## src/rtl/multicycle_control_fsm.sv

```systemverilog
// Main sequencing FSM for the multicycle core: fetch, decode and per-opcode
// execute states, driving ALUOp and all datapath / memory strobes.
// Optional build macro: MULDIV_WATCHDOG_EN adds a MUL/DIV wait watchdog that
// pulses timeout_err; without it the FSM waits on alu_done indefinitely.
//
// Outputs are registered decodes of the next state and latched opcode, so
// they line up with the state they describe. Strobes that complete a
// handshake (ir_write/pc_inc, SW and MUL/DIV completion, conditional
// pc_write) are a registered enable qualified by the handshake input in
// that same cycle, and are suppressed while reset is high so no partial
// access completes under reset.
module multicycle_control_fsm #(
  parameter int OPW         = 5,
  parameter int TIMEOUT_CYC = 64
) (
  input  logic           clk,
  input  logic           reset,
  input  logic [OPW-1:0] opcode,
  input  logic           cond_true,
  input  logic           mem_ready,
  input  logic           alu_done,
  output logic [5:0]     alu_op,
  output logic           mem_rd,
  output logic           mem_wr,
  output logic           addr_sel,
  output logic           ir_write,
  output logic           pc_inc,
  output logic           pc_write,
  output logic           reg_write,
  output logic           flag_write,
  output logic           instr_done,
  output logic           illegal_op,
  output logic           timeout_err
);

  localparam logic [OPW-1:0] OP_LW   = OPW'(0);
  localparam logic [OPW-1:0] OP_SW   = OPW'(1);
  localparam logic [OPW-1:0] OP_MOV  = OPW'(2);
  localparam logic [OPW-1:0] OP_ADD  = OPW'(3);
  localparam logic [OPW-1:0] OP_SUB  = OPW'(4);
  localparam logic [OPW-1:0] OP_MUL  = OPW'(5);
  localparam logic [OPW-1:0] OP_DIV  = OPW'(6);
  localparam logic [OPW-1:0] OP_AND  = OPW'(7);
  localparam logic [OPW-1:0] OP_OR   = OPW'(8);
  localparam logic [OPW-1:0] OP_SHL  = OPW'(9);
  localparam logic [OPW-1:0] OP_SHR  = OPW'(10);
  localparam logic [OPW-1:0] OP_CMP  = OPW'(11);
  localparam logic [OPW-1:0] OP_NOT  = OPW'(12);
  localparam logic [OPW-1:0] OP_JR   = OPW'(13);
  localparam logic [OPW-1:0] OP_JPC  = OPW'(14);
  localparam logic [OPW-1:0] OP_BRFL = OPW'(15);
  localparam logic [OPW-1:0] OP_CALL = OPW'(16);
  localparam logic [OPW-1:0] OP_RET  = OPW'(17);
  localparam logic [OPW-1:0] OP_NOP  = OPW'(18);

  localparam logic [5:0] A_LW1  = 6'd0;
  localparam logic [5:0] A_LW2  = 6'd1;
  localparam logic [5:0] A_LW3  = 6'd2;
  localparam logic [5:0] A_SW1  = 6'd3;
  localparam logic [5:0] A_SW2  = 6'd4;
  localparam logic [5:0] A_MOV  = 6'd5;
  localparam logic [5:0] A_ADD  = 6'd6;
  localparam logic [5:0] A_SUB  = 6'd7;
  localparam logic [5:0] A_MUL  = 6'd8;
  localparam logic [5:0] A_DIV  = 6'd9;
  localparam logic [5:0] A_AND  = 6'd10;
  localparam logic [5:0] A_OR   = 6'd11;
  localparam logic [5:0] A_SHL  = 6'd12;
  localparam logic [5:0] A_SHR  = 6'd13;
  localparam logic [5:0] A_CMP  = 6'd14;
  localparam logic [5:0] A_NOT  = 6'd15;
  localparam logic [5:0] A_JR   = 6'd16;
  localparam logic [5:0] A_JPC  = 6'd17;
  localparam logic [5:0] A_BRFL = 6'd18;
  localparam logic [5:0] A_CALL = 6'd19;
  localparam logic [5:0] A_RET  = 6'd20;
  localparam logic [5:0] A_NOP  = 6'd21;

  typedef enum logic [2:0] {
    S_FETCH,
    S_DECODE,
    S_EX1,
    S_EX2,
    S_EX3
  } state_t;

  state_t         state_q, state_d;
  logic [OPW-1:0] opc_q, opc_d;

  logic [5:0] alu_op_q, alu_op_d;
  logic       mem_rd_q, mem_rd_d;
  logic       mem_wr_q, mem_wr_d;
  logic       addr_sel_q, addr_sel_d;
  logic       regw_q, regw_d;
  logic       flagw_q, flagw_d;
  logic       pcw_q, pcw_d;
  logic       done_q, done_d;
  logic       ill_q, ill_d;
  logic       fetch_en_q, fetch_en_d;
  logic       sw_en_q, sw_en_d;
  logic       md_en_q, md_en_d;
  logic       cond_en_q, cond_en_d;

  logic ready_ok;
  logic alu_done_ok;
  logic fetch_acc;
  logic sw_acc;
  logic md_acc;
  logic md_stop;
  logic wd_hit;

  // ALUOp for the single-step register ops and the other EX1-coded opcodes
  function automatic logic [5:0] ex1_alu(input logic [OPW-1:0] op);
    logic [5:0] a;
    a = A_NOP;
    case (op)
      OP_MOV:  a = A_MOV;
      OP_ADD:  a = A_ADD;
      OP_SUB:  a = A_SUB;
      OP_MUL:  a = A_MUL;
      OP_DIV:  a = A_DIV;
      OP_AND:  a = A_AND;
      OP_OR:   a = A_OR;
      OP_SHL:  a = A_SHL;
      OP_SHR:  a = A_SHR;
      OP_CMP:  a = A_CMP;
      OP_NOT:  a = A_NOT;
      OP_JR:   a = A_JR;
      OP_JPC:  a = A_JPC;
      OP_BRFL: a = A_BRFL;
      OP_CALL: a = A_CALL;
      OP_RET:  a = A_RET;
      default: a = A_NOP;
    endcase
    return a;
  endfunction

  assign ready_ok    = mem_ready & ~reset;
  assign alu_done_ok = alu_done & ~reset;
  assign fetch_acc   = fetch_en_q & ready_ok;
  assign sw_acc      = sw_en_q & ready_ok;
  assign md_acc      = md_en_q & alu_done_ok;
  assign md_stop     = md_acc | wd_hit;

`ifdef MULDIV_WATCHDOG_EN
  localparam int WDW = $clog2(TIMEOUT_CYC + 1);

  logic [WDW-1:0] wd_q, wd_d;

  // Count consecutive MUL/DIV wait cycles; cleared whenever not waiting
  always_comb begin
    wd_d = '0;
    if (md_en_q && !alu_done) wd_d = wd_q + 1'b1;
  end

  // Watchdog counter register
  always_ff @(posedge clk) begin
    if (reset) wd_q <= '0;
    else       wd_q <= wd_d;
  end

  assign wd_hit      = md_en_q & ~alu_done & ~reset & (wd_q == WDW'(TIMEOUT_CYC - 1));
  assign timeout_err = wd_hit;
`else
  // Watchdog compiled out: the limit has no effect and the MUL/DIV wait is unbounded
  assign wd_hit      = (TIMEOUT_CYC < 0) ? 1'b1 : 1'b0;
  assign timeout_err = 1'b0;
`endif

  // Next-state selection, then registered-output decode of that next state
  always_comb begin
    state_d    = state_q;
    opc_d      = opc_q;
    alu_op_d   = A_NOP;
    mem_rd_d   = 1'b0;
    mem_wr_d   = 1'b0;
    addr_sel_d = 1'b0;
    regw_d     = 1'b0;
    flagw_d    = 1'b0;
    pcw_d      = 1'b0;
    done_d     = 1'b0;
    ill_d      = 1'b0;
    fetch_en_d = 1'b0;
    sw_en_d    = 1'b0;
    md_en_d    = 1'b0;
    cond_en_d  = 1'b0;

    if (reset) begin
      state_d = S_FETCH;
    end else begin
      case (state_q)
        S_FETCH:  if (fetch_acc) state_d = S_DECODE;
        S_DECODE: begin
          opc_d   = opcode;
          state_d = S_EX1;
        end
        S_EX1: begin
          case (opc_q)
            OP_LW, OP_SW:     state_d = S_EX2;
            OP_MUL, OP_DIV:   if (md_stop) state_d = S_FETCH;
            OP_CALL, OP_RET:  if (ready_ok) state_d = S_EX2;
            default:          state_d = S_FETCH;
          endcase
        end
        S_EX2: begin
          case (opc_q)
            OP_LW:   if (ready_ok) state_d = S_EX3;
            OP_SW:   if (ready_ok) state_d = S_FETCH;
            default: state_d = S_FETCH;
          endcase
        end
        default:  state_d = S_FETCH;
      endcase
    end

    case (state_d)
      S_FETCH: begin
        mem_rd_d   = 1'b1;
        fetch_en_d = 1'b1;
      end
      S_EX1: begin
        case (opc_d)
          OP_LW: alu_op_d = A_LW1;
          OP_SW: alu_op_d = A_SW1;
          OP_MOV, OP_ADD, OP_SUB, OP_AND, OP_OR, OP_SHL, OP_SHR, OP_NOT: begin
            alu_op_d = ex1_alu(opc_d);
            regw_d   = 1'b1;
            done_d   = 1'b1;
          end
          OP_CMP: begin
            alu_op_d = A_CMP;
            flagw_d  = 1'b1;
            done_d   = 1'b1;
          end
          OP_MUL, OP_DIV: begin
            alu_op_d = ex1_alu(opc_d);
            md_en_d  = 1'b1;
          end
          OP_JR: begin
            alu_op_d = A_JR;
            pcw_d    = 1'b1;
            done_d   = 1'b1;
          end
          OP_JPC, OP_BRFL: begin
            alu_op_d  = ex1_alu(opc_d);
            cond_en_d = 1'b1;
            done_d    = 1'b1;
          end
          OP_CALL: begin
            alu_op_d   = A_CALL;
            mem_wr_d   = 1'b1;
            addr_sel_d = 1'b1;
          end
          OP_RET: begin
            alu_op_d   = A_RET;
            mem_rd_d   = 1'b1;
            addr_sel_d = 1'b1;
          end
          OP_NOP: done_d = 1'b1;
          default: begin
            ill_d  = 1'b1;
            done_d = 1'b1;
          end
        endcase
      end
      S_EX2: begin
        case (opc_d)
          OP_LW: begin
            alu_op_d   = A_LW2;
            mem_rd_d   = 1'b1;
            addr_sel_d = 1'b1;
          end
          OP_SW: begin
            alu_op_d   = A_SW2;
            mem_wr_d   = 1'b1;
            addr_sel_d = 1'b1;
            sw_en_d    = 1'b1;
          end
          OP_CALL, OP_RET: begin
            alu_op_d = ex1_alu(opc_d);
            pcw_d    = 1'b1;
            done_d   = 1'b1;
          end
          default: alu_op_d = A_NOP;
        endcase
      end
      S_EX3: begin
        alu_op_d = A_LW3;
        regw_d   = 1'b1;
        done_d   = 1'b1;
      end
      default: alu_op_d = A_NOP;
    endcase
  end

  // State and registered-output flops; reset parks in FETCH with all strobes low
  always_ff @(posedge clk) begin
    if (reset) begin
      state_q    <= S_FETCH;
      alu_op_q   <= A_NOP;
      mem_rd_q   <= 1'b0;
      mem_wr_q   <= 1'b0;
      addr_sel_q <= 1'b0;
      regw_q     <= 1'b0;
      flagw_q    <= 1'b0;
      pcw_q      <= 1'b0;
      done_q     <= 1'b0;
      ill_q      <= 1'b0;
      fetch_en_q <= 1'b0;
      sw_en_q    <= 1'b0;
      md_en_q    <= 1'b0;
      cond_en_q  <= 1'b0;
    end else begin
      state_q    <= state_d;
      alu_op_q   <= alu_op_d;
      mem_rd_q   <= mem_rd_d;
      mem_wr_q   <= mem_wr_d;
      addr_sel_q <= addr_sel_d;
      regw_q     <= regw_d;
      flagw_q    <= flagw_d;
      pcw_q      <= pcw_d;
      done_q     <= done_d;
      ill_q      <= ill_d;
      fetch_en_q <= fetch_en_d;
      sw_en_q    <= sw_en_d;
      md_en_q    <= md_en_d;
      cond_en_q  <= cond_en_d;
    end
  end

  // Opcode latch, loaded only in DECODE
  always_ff @(posedge clk) begin
    opc_q <= opc_d;
  end

  assign alu_op     = alu_op_q;
  assign mem_rd     = mem_rd_q;
  assign mem_wr     = mem_wr_q;
  assign addr_sel   = addr_sel_q;
  assign ir_write   = fetch_acc;
  assign pc_inc     = fetch_acc;
  assign reg_write  = regw_q | md_acc;
  assign flag_write = flagw_q;
  assign pc_write   = pcw_q | (cond_en_q & cond_true & ~reset);
  assign instr_done = done_q | sw_acc | md_stop;
  assign illegal_op = ill_q;

endmodule

```

## config.mk

```make
export PLATFORM = sky130hd
export DESIGN_NAME = multicycle_control_fsm
export DESIGN_NICKNAME = d
export VERILOG_FILES = /design/src/rtl/multicycle_control_fsm.sv
export SDC_FILE = /design/constraint.sdc
export NUM_CORES = 1
export LEC_CHECK = 0
export BUFFER_PORTS_ARGS = -buffer_cell sky130_fd_sc_hd__buf_2
export CAP_MARGIN = 20
export CORE_UTILIZATION = 24
export CTS_BUF_LIST = sky130_fd_sc_hd__clkbuf_16
export DETAILED_ROUTE_END_ITERATION = 10
export PLACE_DENSITY = 0.5
export SLEW_MARGIN = 20
export SYNTH_ARGS = -nofsm -noshare
export SYNTH_HDL_FRONTEND = slang
export SYNTH_SLANG_ARGS = --single-unit
```

## constraint.sdc

```tcl
create_clock -name clk -period 3.6 [get_ports clk]
set_clock_uncertainty 0.1 [all_clocks]
set_input_delay 0.72 -clock clk [delete_from_list [all_inputs] [get_ports clk]]
set_output_delay 0.72 -clock clk [all_outputs]
set_load 0.05 [all_outputs]
```

Word-level counts from Yosys, hierarchy flattened
Memories as Yosys holds them, arrays and structs flattened.
Cells that the tools add are included.
{"block": "classes", "n_eq_ne": 29, "n_mux": 34, "bitwise": 14, "n_reduce_logical": 16}
{"op": "6-bit case mux with 9 select lines", "n": 1}
{"op": "5-bit by 4-bit equality test with 1-bit output, second input constant", "n": 8}
{"op": "6-bit case mux with 3 select lines", "n": 2}
{"op": "5-bit by 3-bit equality test with 1-bit output, second input constant", "n": 6}
{"op": "5-bit equality test, second input constant", "n": 5}
{"op": "19-bit OR reduction", "n": 1}
{"op": "3-bit two-way mux", "n": 6}
{"op": "2-bit OR reduction", "n": 9}
{"op": "1-bit two-way mux", "n": 14}
{"op": "3-bit by 2-bit equality test with 1-bit output, second input constant", "n": 4}
{"op": "3-bit case mux with 4 select lines", "n": 1}
{"op": "5-bit by 1-bit equality test with 1-bit output, second input constant", "n": 2}
{"op": "5-bit by 2-bit equality test with 1-bit output, second input constant", "n": 2}
{"op": "5-bit logical NOT", "n": 2}
{"op": "5-bit two-way mux", "n": 2}
{"op": "3-bit case mux with 3 select lines", "n": 1}
{"op": "1-bit case mux with 2 select lines", "n": 4}
{"op": "8-bit OR reduction", "n": 1}
{"op": "1-bit bitwise AND", "n": 7}
{"op": "3-bit logical NOT", "n": 2}
{"op": "1-bit case mux with 3 select lines", "n": 2}
{"op": "3-bit case mux with 2 select lines", "n": 1}
{"op": "6-bit OR reduction", "n": 1}
{"op": "1-bit OR", "n": 4}
{"op": "other kinds (3)", "n": 5}
{"block": "word_totals", "register_bits": 26, "romBits": 640, "input_bits": 10, "output_inout_bits": 17, "word_cells": 112, "mem_count": 4}
{"memory": "(no name shown)", "depth": 32, "word_bits": 5, "rd": 1, "rd_clocked_by_memory_dff": 0, "write_ports": 0, "line_no": "116", "source": "case (op)"}
{"memory": "(no name shown)", "depth": 32, "word_bits": 5, "rd": 1, "rd_clocked_by_memory_dff": 0, "write_ports": 0, "line_no": "116"}
{"memory": "(no name shown)", "depth": 32, "word_bits": 5, "rd": 1, "rd_clocked_by_memory_dff": 0, "write_ports": 0, "line_no": "116"}
{"memory": "(no name shown)", "depth": 32, "word_bits": 5, "rd": 1, "rd_clocked_by_memory_dff": 0, "write_ports": 0, "line_no": "116"}

Logic depth before layout (Yosys ltp)
Gate-level depths: netlist of the first run.
{"block": "logic_depth", "word_depth": 10, "mapped_depth": 14, "mapped_depth_nobuf": 10}

Worst setup path after synthesis of the first run
OpenSTA, ideal clock, no wires.
{"block": "synth_path", "path_kind": "input-to-reg", "start": "in reset", "end": "reg alu_op_q[2] (netlist: alu_op[2])", "arrival_ns": 3.521, "setup_slack_ns": -0.084, "path_stages": 14, "cell_sequence": "buf_6 nor4b_4 buf_6 buf_2 mux2i_1 inv_1 ha_1 buf_1 a21o_1 a221o_1 a2bb2oi_1 nor2_1 o32a_1 nand3_1"}
{"block": "synth_between", "elab_cells_between_ends": 47, "classes_between": "eq/ne (20); mux (13); bitwise (5); reduce/logical (5); memory (4)"}
{"item": "start, declared", "line_no": "17", "source": "input logic reset,"}
{"item": "5-bit two-way mux (*)", "line_no": "188", "source": "if (reset) begin"}
{"item": "via opc_d[1]", "line_no": "88", "source": "logic [OPW-1:0] opc_q, opc_d;"}
{"item": "branches (longest 3 deep; another with memory 32 x 5 bit)"}
{"item": "6-bit case mux with 3 select lines (*)", "line_no": "216", "source": "case (state_d)"}
{"item": "end signal, assigned", "line_no": "315", "source": "alu_op_q <= alu_op_d;"}
{"item": "end, declared", "line_no": "90", "source": "logic [5:0] alu_op_q, alu_op_d;"}
Mark *: on every way through the listed nets, which the timed path passes.
A chain may end at the register's enable or synchronous reset.

Final worst setup path of the first run
Same ends and word-level chain as after synthesis.

==> results of run 1 <==
## area by class of cell
cell class / count / area [sq um]
fill: 697 / 4480
multi-input combinational: 154 / 1020
sequential: 25 / 500
timing repair buffer: 35 / 203
tap: 77 / 96.3
clock buffer: 3 / 75.1
inverter: 11 / 41.3
clock inverter: 1 / 7.51
## critical path, cell delays in order
cell       delay (ns)
buf_2            0.12
nor4b_4          0.42
mux2i_2          0.28
inv_1            0.12
ha_1             0.26
a21o_1           0.19
a221o_1          0.37
a2bb2oi_2        0.21
nor2_1           0.11
o32a_1           0.41
nand3_1          0.09
## stage by stage
stage               power, W  cell area (sq um)  setup WS, ns  hold WS (ns)  std cells
CTS                  0.00148               1950         0.376         0.487        306
finish               0.00148               1950         0.390         0.492        306
global placement     0.00123               1860         0.130         0.489        302
global route         0.00159               1950         0.230         0.530        306
detailed placement   0.00123               1860         0.124         0.477        302
floorplan           0.000994               1650        0.0186         0.410        205
## power groups by stage
stage               sequential, W  combinational (W)  clock (W)
detailed placement       0.000392           0.000834          0
floorplan                0.000382           0.000612          0
global placement         0.000396           0.000834          0
CTS                      0.000386           0.000837   0.000262
finish                   0.000385           0.000842   0.000252
global route             0.000394           0.000922   0.000273
## cells by family (layout without fill, tap and decap cells)
logic type / Yosys count / after routing / synth area share [%]
fa+ha+maj: 6 / 6 / 4.63
mux: 10 / 10 / 6.55
xor+xnor: 2 / 2 / 1.08
compound gates: 50 / 50 / 21.2
other cells: 1 / 2 / 0.231
flops: 25 / 25 / 30.8
buf+inv: 26 / 50 / 7.79
simple gates: 84 / 84 / 27.7
## cell usage after synthesis, types with 4 or more instances
cell | n | area share, %
a21oi_1 | 9 | 2.8
clkbuf_1 | 7 | 1.6
nand2_1 | 23 | 5.3
nor2b_1 | 4 | 1.5
and3_1 | 5 | 1.9
o21ai_0 | 13 | 4.0
dfxtp_1 | 25 | 31
nand3_1 | 10 | 3.1
and2_1 | 4 | 1.5
ha_1 | 6 | 4.6
nor2_1 | 16 | 3.7
inv_1 | 11 | 2.5
nor3_1 | 5 | 1.5
mux2i_1 | 7 | 4.3
## path summary, 6_finish.rpt
check | start | endpoint | slack (ns) | cells after the start
hold / removal | state_q[0] | state_q[2] | 0.49 | 2
setup reg to reg | state_q[0] | alu_op[2] | 0.57 | 10
hold reg to reg | state_q[0] | state_q[2] | 0.49 | 2
setup / recovery | reset | alu_op[2] | 0.39 | 11
## per-layer routing
metal	part of all wire, %	wire (um)	vias to the layer above	GRT usage (%)
met3	5.3	232	6	2.16
met1	47	2070	714	17.2
li1	-	-	777	-
met4	1.3	55	0	3.76
met5	0	0	-	0
met2	46	2000	57	20.6
==> impl_metrics.yaml, run 1 <==
setup_path:
  crit_arrival_ns: 3.31
  cp-start-kind: "input pin"
  end_kind: "flip-flop"
  path_class: "in2reg"
  cp_max_fo: 4
  cp.required_ns: 3.70
clock_network:
  clkSlewWorstSetupHoldPaths_ns: 0.07
  cts_tree: "done"
  clock_latency_ns: 0.26
  cts_made_buffers: 3
  htree_levels: 1
  hold_buffers: 0
  clock-sinks: 25
  clockBufferDepth: 2
  cts_resized: 0
  postCtsSetupBuffers: 0
  root_buffer: "clkbuf_16"
final_layout:
  synthToLayoutAreaGrowth_pct: 19.9
  post-route-util_pct: 30.3
  final_common_cell: "dfxtp_1"
  diodes: 0
  final_cell_mix: "dfxtp_1, buf_2, nand2_1"
  drive_gt1_share_pct: 21.8
  final_nets: 246
route:
  dr_total_vias: 1554
  drc: 10
  drtIter0Drc: 123
  wire_per_inst_um: 14.3
  drt-pass1-iter-count: 8
  routed_wl_um: 4370
  viasPerCell: 5.08
  ant_nets: 0
floorplanning:
  core_sq_mm: 0.00642
  fp-row-count: 29
  die_area_sq_mm: 0.00709
  start_util_pct: 25.3
  die_h_um: 84.2
  ioPinCount: 27
  die_w_um: 84.2
global_routing:
  grtUsageTotal_pct: 12.7
  grt_max_degree: 17
  grt_pass1_wl_um: 7160
  antenna_found_initial: 0
  grt_pass1_vias: 1434
  grt_overflow: 0
yosys:
  yosys_warnings: 0
  synth_area_sq_mm: 0.00162
  synthArstFlopShare_pct: 0
  synth_cell_type_count: 52
  yosys_register_bits: 25
  synth_ff_type: "dfxtp_1"
  syn_inst: 204
  ys_seq_area_share_pct: 30.8
  synth.avg_cell_area_sq_um: 7.95
  synth_edf_count: 0
placed_design:
  place_congestion: 0.889
  dp_hpwl_um: 3450
  io_buffers: 24
sta:
  fmax_mhz: 311
  setup_viol_count_final: 0
  rsz0062_at_grt: "no"
  tightest_slew_ns: 0.621
  tns_ns: 0
  period_minus_slack_ns: 3.21
  hold_viol: 0
  slew_headroom_pct: 58.0
  post-route-period-util_pct: 89.2
  slew_violations: 0
run:
  drv_cap: 0
pwr:
  ir_drop_mv: 0.221
  netSwitchingPower_w: 0.000679
  p_comb_share_pct: 56.9
  internal-power_w: 0.000800
  pwr-share-clk_pct: 17.0
  leakage_nw: 0.862
  p_seq_share_pct: 26.1
  cellPowerDensity_mw_per_mm2: 760
  sw_frac_of_total_pct: 45.9
outcome:
  violations: "design-rule violations"
  run_status: "finished, violations left"
worst_hold_path:
  hold_class: "reg2reg"
Note: power is estimated with default switching activity, not from simulation.
==> run 2, diff against run 1 <==
Settings changed: CTS_BUF_LIST sky130_fd_sc_hd__clkbuf_16 to sky130_fd_sc_hd__clkbuf_4 sky130_fd_sc_hd__clkbuf_8.
==> run 2 against run 1 <==
  * The run still ends with design-rule violations left
  * Final cell count is the same
  * Cell area shrank 1.7%
  * Sequential power is essentially flat
  * Wire length grew 0.57%
  * Sequential share of layout area grew 0.45 points
  * Total power shrank 5.2%
  * Setup slack gained 0.018 ns
  * Sequential cell count is the same
  * Count of clock-buffer cells in the layout is the same
  * Critical path depth is the same
  * Global-route usage is the same
==> impl_metrics.yaml, run 2 (synthesis gave the netlist of run 1 again) <==
sta:
  tns_ns: 0
  period_minus_slack_ns: 3.19
  fmax_mhz: 313
  post-route-period-util_pct: 88.7
  setup_viol_count_final: 0
  tightest_slew_ns: 0.624
  slew_headroom_pct: 57.8
  hold_viol: 0
  slew_violations: 0
  rsz0062_at_grt: "no"
setup_path:
  critical_path.cell_chain: "buf_2 -> nor4b_4 -> mux2i_2 -> inv_1 -> ha_1 -> a21o_1 -> a221o_1 -> a2bb2oi_2 -> nor2_1 -> o32a_1 -> nand3_1"
  cp_top_family: "compound AO/OA/AOI/OAI gates"
  crit_arrival_ns: 3.31
  slowest_delay_ns: 0.42
  reg2regPathDepth: 10
  cpMaxStageDelayCell: "nor4b_4"
  cp_max_fo: 4
  rr_endpoint: "alu_op[2]"
  cp-start-kind: "input pin"
  r2r_setup_slack_ns: 0.57
  path_class: "in2reg"
  worst-path-buf-inv: 2
  cp.required_ns: 3.72
  end_kind: "flip-flop"
  r2r_start: "state_q[0]"
final_layout:
  post-route-util_pct: 29.8
  diodes: 0
  final_cells: 306
  fillerInstances: 698
  final_common_cell: "dfxtp_1"
  synthToLayoutAreaGrowth_pct: 17.8
  drive_gt1_share_pct: 21.8
  final_cell_mix: "dfxtp_1, buf_2, nand2_1"
  final_nets: 246
route:
  drt-pass1-iter-count: 7
  ant_nets: 0
  drc: 10
  wire_per_inst_um: 14.3
  dr_total_vias: 1526
  viasPerCell: 4.99
  drtIter0Drc: 110
  routed_wl_um: 4390
pwr:
  cellPowerDensity_mw_per_mm2: 733
  ir_drop_mv: 0.205
  leakage_nw: 0.846
floorplanning:
  fp-row-count: 29
  die_h_um: 84.2
  core_sq_mm: 0.00642
  start_util_pct: 25.3
  die_area_sq_mm: 0.00709
  ioPinCount: 27
  die_w_um: 84.2
clock_network:
  postCtsSetupBuffers: 0
  htree_levels: 1
  cts_tree: "done"
  cts_made_buffers: 3
  clkSlewWorstSetupHoldPaths_ns: 0.10
  cts_resized: 0
  clock-sinks: 25
  hold_buffers: 0
  clockBufferDepth: 2
  root_buffer: "clkbuf_8"
  clock_latency_ns: 0.27
worst_hold_path:
  whs_path_depth: 2
  hold_class: "reg2reg"
  min-delay-start: "state_q[0]"
  hold_end: "state_q[2]"
placed_design:
  place_inst: 302
  io_buffers: 24
  place_congestion: 0.889
  dp_hpwl_um: 3450
global_routing:
  grt_pass1_vias: 1444
  grt_overflow: 0
  grtUsageTotal_pct: 12.7
  grt_max_degree: 17
  grt_pass1_wl_um: 7220
  antenna_found_initial: 0
outcome:
  violations: "design-rule violations"
  run_status: "finished, violations left"
run:
  drv_cap: 0
run 2: changes by cell type in the layout (fill, tap and decap cells not counted):
cell,before,now
clkbuf_16,3,0
clkbuf_8,0,3
run 2: final cells by class:
cell class              count  area, sq um  area share, %
well taps                  77         96.3           5.04
clock buffers               3         41.3           2.16
inverters                  11         41.3           2.16
repair buffers             35          203           10.6
clock inverters             1         7.51          0.393
multi-input cells         154         1020           53.5
flip-flops and latches     25          500           26.2
run 2: per-layer routing:
layer | track usage [%] | vias up | part of all wire, %
met5 | 0 | - | 0
met4 | 3.29 | 0 | 0.87
met3 | 1.87 | 4 | 4.1
met2 | 20.9 | 41 | 46
met1 | 17.4 | 707 | 49
li1 | - | 774 | -
run 2: worst reg2reg max path, stage by stage (launching register included):
cell       delay (ns)
dfxtp_1          0.43
nor4b_4          0.40
mux2i_2          0.28
inv_1            0.12
ha_1             0.26
a21o_1           0.19
a221o_1          0.37
a2bb2oi_2        0.21
nor2_1           0.11
o32a_1           0.41
nand3_1          0.09
run 2: metrics by stage:
step | area [sq um] | worst slack (ns) | power (W) | hold slack [ns]
2_1_floorplan | 1650 | 0.0186 | 0.000994 | 0.410
3_3_place_gp | 1860 | 0.130 | 0.00123 | 0.489
3_5_place_dp | 1860 | 0.124 | 0.00123 | 0.477
4_1_cts | 1910 | 0.396 | 0.00141 | 0.490
5_1_grt | 1910 | 0.252 | 0.00151 | 0.535
6_report | 1910 | 0.408 | 0.00140 | 0.497
run 2: worst max path at each step:
stage	slack [ns]	end	from	cells after the start
after floorplan	0.02	alu_op[2]	reset	14
after global placement	0.13	alu_op[2]	reset	11
after detailed placement	0.12	alu_op[0]	reset	11
after CTS	0.40	alu_op[2]	reset	11
after global routing	0.25	alu_op[0]	reset	11
final	0.41	alu_op[2]	reset	11
run 2: power by group:
group / leakage (nW) / internal [W] / switching (W)
Combinational: 0.620 / 0.000329 / 0.000513
Sequential: 0.205 / 0.000320 / 0.0000658
Clock: 0.0217 / 0.0000785 / 0.0000964
Total: 0.846 / 0.000727 / 0.000675
